## src/rtl/digit_serial_adder_if.sv

```systemverilog
// Operand and result handshake bundle for digit_serial_adder.
// The master drives operands and out_ready; the slave (the adder) drives the result side.
interface digit_serial_adder_if #(
    parameter int WIDTH = 8
);
    logic             in_valid;
    logic             in_ready;
    logic [WIDTH-1:0] InA;
    logic [WIDTH-1:0] InB;
    logic [1:0]       op;
    logic             out_valid;
    logic             out_ready;
    logic [WIDTH-1:0] OutSum;
    logic             carry;
    logic             overflow;

    modport master (
        output in_valid, InA, InB, op, out_ready,
        input  in_ready, out_valid, OutSum, carry, overflow
    );

    modport slave (
        input  in_valid, InA, InB, op, out_ready,
        output in_ready, out_valid, OutSum, carry, overflow
    );
endinterface

```

## src/rtl/digit_serial_adder.sv

```systemverilog
// Digit-serial two's-complement add/sub/accumulate, DIGIT bits per clock, WIDTH/DIGIT cycles per op.
// Optional macro ADDER_SATURATE_EN clamps the result on signed overflow instead of wrapping.
module digit_serial_adder #(
    parameter int WIDTH = 8,
    parameter int DIGIT = 4
) (
    input  logic                clk,
    input  logic                rst,
    digit_serial_adder_if.slave bus
);
    localparam int N     = WIDTH / DIGIT;
    localparam int CNT_W = (N > 1) ? $clog2(N) : 1;

    localparam logic [1:0] S_IDLE = 2'd0;
    localparam logic [1:0] S_CALC = 2'd1;
    localparam logic [1:0] S_DONE = 2'd2;

    localparam logic [1:0] OP_ADD  = 2'b00;
    localparam logic [1:0] OP_SUB  = 2'b01;
    localparam logic [1:0] OP_ACC  = 2'b10;
    localparam logic [1:0] OP_LOAD = 2'b11;

    logic [1:0]       state_q, state_d;
    logic [WIDTH-1:0] a_q, a_d;
    logic [WIDTH-1:0] b_q, b_d;
    logic [1:0]       op_q, op_d;
    logic             cy_q, cy_d;
    logic [CNT_W-1:0] cnt_q, cnt_d;
    logic [WIDTH-1:0] acc_q, acc_d;
    logic [WIDTH-1:0] sum_q, sum_d;
    logic             carry_q, carry_d;
    logic             ovf_q, ovf_d;
    logic             in_ready_q, in_ready_d;
    logic             out_valid_q, out_valid_d;

    logic [DIGIT:0]   digit_sum_s;
    logic [WIDTH-1:0] a_next_s;
    logic [WIDTH-1:0] b_next_s;
    logic [WIDTH-1:0] shift_sum_s;
    logic [WIDTH-1:0] final_sum_s;
    logic             carry_msb_in_s;
    logic             ovf_s;
    logic             last_digit_s;

    // Single DIGIT-wide adder slice fed by the low digit of each captured operand.
    assign digit_sum_s    = {1'b0, a_q[DIGIT-1:0]} + {1'b0, b_q[DIGIT-1:0]}
                          + {{DIGIT{1'b0}}, cy_q};
    assign carry_msb_in_s = digit_sum_s[DIGIT-1] ^ a_q[DIGIT-1] ^ b_q[DIGIT-1];
    assign ovf_s          = carry_msb_in_s ^ digit_sum_s[DIGIT];
    assign last_digit_s   = (cnt_q == CNT_W'(N - 1));

    // The OutSum register doubles as the result shift register while out_valid is low.
    if (DIGIT == WIDTH) begin : g_single
        assign a_next_s    = a_q;
        assign b_next_s    = b_q;
        assign shift_sum_s = digit_sum_s[DIGIT-1:0];
    end else begin : g_multi
        assign a_next_s    = {{DIGIT{1'b0}}, a_q[WIDTH-1:DIGIT]};
        assign b_next_s    = {{DIGIT{1'b0}}, b_q[WIDTH-1:DIGIT]};
        assign shift_sum_s = {digit_sum_s[DIGIT-1:0], sum_q[WIDTH-1:DIGIT]};
    end

`ifdef ADDER_SATURATE_EN
    // On overflow both operands share A's sign, which is also the true result sign.
    assign final_sum_s = !ovf_s ? shift_sum_s :
                         (a_q[DIGIT-1] ? {1'b1, {(WIDTH-1){1'b0}}}
                                       : {1'b0, {(WIDTH-1){1'b1}}});
`else
    assign final_sum_s = shift_sum_s;
`endif

    // Next-state and datapath control for IDLE / CALC / DONE.
    always_comb begin
        state_d     = state_q;
        a_d         = a_q;
        b_d         = b_q;
        op_d        = op_q;
        cy_d        = cy_q;
        cnt_d       = cnt_q;
        acc_d       = acc_q;
        sum_d       = sum_q;
        carry_d     = carry_q;
        ovf_d       = ovf_q;
        in_ready_d  = in_ready_q;
        out_valid_d = out_valid_q;
        case (state_q)
            S_IDLE: begin
                if (bus.in_valid) begin
                    a_d  = bus.InA;
                    op_d = bus.op;
                    cy_d = (bus.op == OP_SUB);
                    case (bus.op)
                        OP_ADD:  b_d = bus.InB;
                        OP_SUB:  b_d = ~bus.InB;
                        OP_ACC:  b_d = acc_q;
                        OP_LOAD: b_d = {WIDTH{1'b0}};
                        default: b_d = {WIDTH{1'b0}};
                    endcase
                    cnt_d      = {CNT_W{1'b0}};
                    in_ready_d = 1'b0;
                    state_d    = S_CALC;
                end else begin
                    in_ready_d = 1'b1;
                end
            end
            S_CALC: begin
                a_d   = a_next_s;
                b_d   = b_next_s;
                cy_d  = digit_sum_s[DIGIT];
                sum_d = shift_sum_s;
                if (last_digit_s) begin
                    sum_d       = final_sum_s;
                    carry_d     = (op_q == OP_LOAD) ? 1'b0 : digit_sum_s[DIGIT];
                    ovf_d       = (op_q == OP_LOAD) ? 1'b0 : ovf_s;
                    cnt_d       = {CNT_W{1'b0}};
                    out_valid_d = 1'b1;
                    state_d     = S_DONE;
                    if (op_q[1]) begin
                        acc_d = final_sum_s;
                    end else begin
                        acc_d = acc_q;
                    end
                end else begin
                    cnt_d = cnt_q + CNT_W'(1);
                end
            end
            S_DONE: begin
                if (bus.out_ready) begin
                    out_valid_d = 1'b0;
                    in_ready_d  = 1'b1;
                    state_d     = S_IDLE;
                end else begin
                    out_valid_d = 1'b1;
                end
            end
            default: begin
                state_d     = S_IDLE;
                in_ready_d  = 1'b1;
                out_valid_d = 1'b0;
            end
        endcase
    end

    // State and datapath registers with synchronous reset.
    always_ff @(posedge clk) begin
        if (rst) begin
            state_q     <= S_IDLE;
            a_q         <= {WIDTH{1'b0}};
            b_q         <= {WIDTH{1'b0}};
            op_q        <= 2'b00;
            cy_q        <= 1'b0;
            cnt_q       <= {CNT_W{1'b0}};
            acc_q       <= {WIDTH{1'b0}};
            sum_q       <= {WIDTH{1'b0}};
            carry_q     <= 1'b0;
            ovf_q       <= 1'b0;
            in_ready_q  <= 1'b1;
            out_valid_q <= 1'b0;
        end else begin
            state_q     <= state_d;
            a_q         <= a_d;
            b_q         <= b_d;
            op_q        <= op_d;
            cy_q        <= cy_d;
            cnt_q       <= cnt_d;
            acc_q       <= acc_d;
            sum_q       <= sum_d;
            carry_q     <= carry_d;
            ovf_q       <= ovf_d;
            in_ready_q  <= in_ready_d;
            out_valid_q <= out_valid_d;
        end
    end

    assign bus.in_ready  = in_ready_q;
    assign bus.out_valid = out_valid_q;
    assign bus.OutSum    = sum_q;
    assign bus.carry     = carry_q;
    assign bus.overflow  = ovf_q;
endmodule

```

## src/flat_wrapper.sv

```systemverilog
// flat-port wrapper written by rule: the top's interface ports become plain ports
module digit_serial_adder_flat 
#(
    parameter int WIDTH = 8,
    parameter int DIGIT = 4
)
  (clk, rst, bus_in_valid, bus_InA, bus_InB, bus_op, bus_out_ready, bus_in_ready, bus_out_valid, bus_OutSum, bus_carry, bus_overflow);
  digit_serial_adder_if #(.WIDTH(WIDTH)) bus_i ();
  input  logic clk;
  input  logic rst;
  input wire logic [$bits(bus_i.in_valid)-1:0] bus_in_valid;
  input wire logic [$bits(bus_i.InA)-1:0] bus_InA;
  input wire logic [$bits(bus_i.InB)-1:0] bus_InB;
  input wire logic [$bits(bus_i.op)-1:0] bus_op;
  input wire logic [$bits(bus_i.out_ready)-1:0] bus_out_ready;
  output wire logic [$bits(bus_i.in_ready)-1:0] bus_in_ready;
  output wire logic [$bits(bus_i.out_valid)-1:0] bus_out_valid;
  output wire logic [$bits(bus_i.OutSum)-1:0] bus_OutSum;
  output wire logic [$bits(bus_i.carry)-1:0] bus_carry;
  output wire logic [$bits(bus_i.overflow)-1:0] bus_overflow;
  assign bus_i.in_valid = bus_in_valid;
  assign bus_i.InA = bus_InA;
  assign bus_i.InB = bus_InB;
  assign bus_i.op = bus_op;
  assign bus_i.out_ready = bus_out_ready;
  assign bus_in_ready = bus_i.in_ready;
  assign bus_out_valid = bus_i.out_valid;
  assign bus_OutSum = bus_i.OutSum;
  assign bus_carry = bus_i.carry;
  assign bus_overflow = bus_i.overflow;
  digit_serial_adder #(.WIDTH(WIDTH), .DIGIT(DIGIT)) u_core (.clk(clk), .rst(rst), .bus(bus_i));
endmodule
```

## config.mk

```make
export PLATFORM = sky130hd
export DESIGN_NAME = digit_serial_adder_flat
export DESIGN_NICKNAME = d
export VERILOG_FILES = /design/src/rtl/digit_serial_adder_if.sv /design/src/rtl/digit_serial_adder.sv /design/src/flat_wrapper.sv
export SDC_FILE = /design/constraint.sdc
export NUM_CORES = 1
export LEC_CHECK = 0
export CAP_MARGIN = 10
export CELL_PAD_IN_SITES_DETAIL_PLACEMENT = 0
export CELL_PAD_IN_SITES_GLOBAL_PLACEMENT = 1
export CORE_MARGIN = 2
export CORE_UTILIZATION = 41
export CTS_BUF_LIST = sky130_fd_sc_hd__clkbuf_2 sky130_fd_sc_hd__clkbuf_4 sky130_fd_sc_hd__clkbuf_8
export DETAILED_ROUTE_END_ITERATION = 10
export GPL_TIMING_DRIVEN = 0
export PLACE_DENSITY = 0.83
export SYNTH_ARGS = -nofsm -noshare
export SYNTH_HDL_FRONTEND = slang
export SYNTH_SLANG_ARGS = --single-unit
```

## constraint.sdc

```tcl
create_clock -name clk -period 5.2 [get_ports clk]
set_clock_uncertainty 0.15 [all_clocks]
set_input_delay 1.04 -clock clk [delete_from_list [all_inputs] [get_ports clk]]
set_output_delay 1.04 -clock clk [all_outputs]
set_load 0.05 [all_outputs]
```

==> load_flow_metrics.sql <==
INSERT INTO impl_metrics (metric_group, metric, value, unit) VALUES
('clock_network', 'clock_tree.htree_level_count', '2', ''),
('worst_setup_path', 'path_cells', 'clkdlybuf4s50_1', ''),
('global_route', 'antenna_violations_before_repair', '0', ''),
('synthesis', 'ys.warnings.count', '0', ''),
('global_route', 'grt_overflow', '0', ''),
('synthesis', 'syn_inst', '251', ''),
('synthesis', 'post_synth_num_cell_types', '33', ''),
('synthesis', 'synth_compound_gate_area_share', '0.176', ''),
('clock_network', 'cts_made_buffers', '5', ''),
('clock_network', 'clkTransAtPathRegs', '0.09', 'ns'),
('power', 'vdd_ir_drop_max', '0.000153', 'V'),
('floorplanning', 'io_pins', '34', ''),
('worst_setup_path', 'critical-path-top-delay-family', 'buffers and inverters', ''),
('clock_network', 'post_cts.resized_instances', '0', ''),
('synthesis', 'ys_async_sr_fraction', '0', ''),
('placed_design', 'gp_congestion', '0.829', ''),
('synthesis', 'post-synth-top-area-cell', 'sky130_fd_sc_hd__dfxtp_1', ''),
('worst_setup_path', 'timing_worst_setup_path_type', 'reg -> out', ''),
('sta', 'fmax', '369', 'MHz'),
('worst_setup_path', 'setup.worst_path.start_class', 'register', ''),
('clock_network', 'root_buffer', 'sky130_fd_sc_hd__clkbuf_8', ''),
('worst_setup_path', 'worst-path-max-fanout', '4', ''),
('final_layout', 'drive_gt1_frac', '0.0825', ''),
('sta', 'tightest_slew', '0.590', 'ns'),
('detailed_routing', 'drt_first_iter_violations', '53', ''),
('floorplanning', 'floorplan.initialDensity', '0.419', ''),
('synthesis', 'synth.area.top_cells', 'sky130_fd_sc_hd__dfxtp_1 (40%), sky130_fd_sc_hd__a21oi_1 (6.2%), sky130_fd_sc_hd__nor2_1 (5.7%), sky130_fd_sc_hd__nand2_1 (5.0%), sky130_fd_sc_hd__xnor2_1 (5.0%)', ''),
('floorplanning', 'placeableCoreArea', '0.00501', 'mm2'),
('worst_setup_path', 'r2r_setup_slack', '2.74', 'ns'),
('synthesis', 'post_synth_simple_gate_area', '0.202', ''),
('worst_setup_path', 'worst_setup_path_end_kind', 'output pin', ''),
('detailed_routing', 'num_vias', '1825', ''),
('clock_network', 'postCtsSetupRepairBufs', '0', ''),
('clock_network', 'cts_tree', 'built', ''),
('floorplanning', 'die_area', '0.00570', 'mm2'),
('clock_network', 'postCtsHoldBufs', '0', ''),
('sta', 'number_of_hold_violations_in_the_final_report', '0', ''),
('flow_run', 'max_cap_violations', '0', ''),
('clock_network', 'clk_latency', '0.30', 'ns'),
('power', 'power.density_cell_area', '330', 'mW/mm2'),
('placed_design', 'dp_hpwl', '3590', 'um'),
('detailed_routing', 'ant_nets', '0', ''),
('final_layout', 'final_net_count', '320', ''),
('power', 'report.power.total', '864', 'uW'),
('final_layout', 'n_antenna_cell', '0', ''),
('sta', 'unrepaired_setup_endpoints_after_global_routing', 'false', ''),
('worst_setup_path', 'critical_path_arrival', '1.52', 'ns'),
('sta', 'finalSetupViolations', '0', ''),
('worst_setup_path', 'worst_path_max_delay_cell', 'sky130_fd_sc_hd__clkdlybuf4s50_1', ''),
('synthesis', 'ys_ff_latch', '42', ''),
('placed_design', 'port_buffers', '32', ''),
('detailed_routing', 'firstDrtPassIters', '4', ''),
('worst_setup_path', 'path_buf_inv', '1', ''),
('detailed_routing', 'viasPerCell', '5.06', ''),
('synthesis', 'number_of_enable_flip_flop_cells_after_synthesis', '0', ''),
('sta', 'min_period_over_period', '0.521', ''),
('floorplanning', 'core.rowCount', '26', ''),
('final_layout', 'area_overhead_of_the_layout_relative_to_synthesis', '24.6', '%'),
('min_path', 'hp-class', 'reg -> reg', ''),
('floorplanning', 'die_width', '75.5', 'um'),
('sta', 'final.min_clock_period', '2.71', 'ns'),
('sta', 'final-max-slew-violation-count', '0', ''),
('synthesis', 'largest_family_of_logic_cells_by_synthesized_area', 'simple AND/OR/NAND/NOR gates', ''),
('run_status', 'outcome', 'finished clean', ''),
('synthesis', 'postSynth.topFlopCell', 'sky130_fd_sc_hd__dfxtp_1', ''),
('synthesis', 'synth_nets', '281', ''),
('global_route', 'first_global_vias', '1662', ''),
('synthesis', 'post_synth_fa_ha_maj_area_fraction', '0.0549', ''),
('clock_network', 'cts-root-to-sink-buffers', '2', ''),
('synthesis', 'synth_mux_area_frac', '0.0477', ''),
('power', 'static-leakage-power', '0.000924', 'uW');
## state kept, by name, indices dropped and copies added (netlist names)
register	count
u_core.cy_q	1
u_core.cnt_q	1
u_core.a_q	8
u_core.bus.in_ready	1
u_core.b_q	8
u_core.bus.overflow	1
u_core.bus.OutSum	8
u_core.acc_q	8
u_core.state_q	2
u_core.op_q	2
u_core.bus.carry	1
u_core.bus.out_valid	1
## per-layer routing
layer | GRT usage | up-vias | part of all wire
met3 | 0.0397 | 6 | 0.049
met5 | 0 | - | 0
met2 | 0.304 | 45 | 0.46
met1 | 0.250 | 847 | 0.48
met4 | 0.0487 | 0 | 0.0099
li1 | - | 927 | -
## worst paths after layout
path,endpoint,cells after the start,start
setup / recovery,bus_OutSum[6],1,u_core.bus.OutSum[6]
hold / removal,u_core.acc_q[0],2,u_core.acc_q[0]
setup reg to reg,u_core.bus.overflow,8,u_core.b_q[0]
hold reg to reg,u_core.acc_q[0],2,u_core.acc_q[0]
## metrics by stage
stage	instance area (um2)	utilization	hold WS, ns	cells	setup WS, ns
6_report	2610	0.522	0.307	361	2.49
5_1_grt	2610	0.522	0.328	361	2.41
4_1_cts	2610	0.522	0.309	361	2.48
3_5_place_dp	2500	0.500	0.298	353	2.49
3_3_place_gp	2500	0.500	0.293	353	2.48
2_1_floorplan	2100	-	0.282	251	3.01
## logic make-up after synthesis
family / after synthesis
buffers and inverters: 25
AOI/OAI and AO/OA: 60
xor gates and xnor gates: 13
adders and majority gates: 8
and+or+nand+nor: 93
DFF: 42
muxes: 10
## cell usage in the layout, fill, tap and decap left out
cell / n
sky130_fd_sc_hd__nand2_2: 1
sky130_fd_sc_hd__o21ai_2: 2
sky130_fd_sc_hd__a221oi_1: 1
sky130_fd_sc_hd__a211o_1: 1
sky130_fd_sc_hd__nor2_4: 1
sky130_fd_sc_hd__nand2b_1: 11
sky130_fd_sc_hd__and3_1: 1
sky130_fd_sc_hd__nor2b_1: 6
sky130_fd_sc_hd__o211ai_1: 4
sky130_fd_sc_hd__dfxtp_1: 42
sky130_fd_sc_hd__buf_2: 6
sky130_fd_sc_hd__clkdlybuf4s50_1: 32
sky130_fd_sc_hd__bufinv_16: 1
sky130_fd_sc_hd__a2bb2oi_1: 1
sky130_fd_sc_hd__o2bb2ai_1: 1
sky130_fd_sc_hd__nand3b_1: 1
sky130_fd_sc_hd__a21oi_1: 26
sky130_fd_sc_hd__xor2_2: 1
sky130_fd_sc_hd__nor3_1: 5
sky130_fd_sc_hd__nand2_1: 28
sky130_fd_sc_hd__ha_1: 6
sky130_fd_sc_hd__a31oi_1: 1
sky130_fd_sc_hd__clkinv_2: 2
sky130_fd_sc_hd__nor2_1: 32
sky130_fd_sc_hd__clkbuf_1: 7
sky130_fd_sc_hd__nand3_1: 7
sky130_fd_sc_hd__fa_1: 2
sky130_fd_sc_hd__o21ai_1: 1
sky130_fd_sc_hd__buf_4: 3
sky130_fd_sc_hd__a211oi_1: 9
sky130_fd_sc_hd__a22oi_1: 5
sky130_fd_sc_hd__mux2i_1: 10
sky130_fd_sc_hd__inv_1: 7
sky130_fd_sc_hd__clkbuf_8: 5
sky130_fd_sc_hd__buf_6: 2
sky130_fd_sc_hd__o21ai_0: 8
sky130_fd_sc_hd__xnor2_1: 12
## cell usage after synthesis (all sizes together) (6+ instances only)
cell and count:
inv 7, nor2b 6, dfxtp 42, nand3 7
nand2b 11, a211oi 9, ha 6, clkbuf 7
o21ai 11, mux2i 10, nor2 33, a21oi 26
xnor2 12, nand2 29, buf 11
## report_power, final
group,switching [uW],internal [uW]
clock,122,142
combinational,136,101
sequential,17.8,346
total,275,588
## final cells by class
type | count | area (um2) | share of cell area
multi-input combinational | 184 | 1130 | 0.432
sequential | 42 | 841 | 0.322
timing repair buffer | 32 | 320 | 0.123
buffer | 18 | 101 | 0.0388
tap | 70 | 87.6 | 0.0335
clock buffer | 5 | 68.8 | 0.0263
clock inverter | 3 | 40.0 | 0.0153
inverter | 7 | 26.3 | 0.0101
No activity file was read; power rests on OpenSTA's default activity.
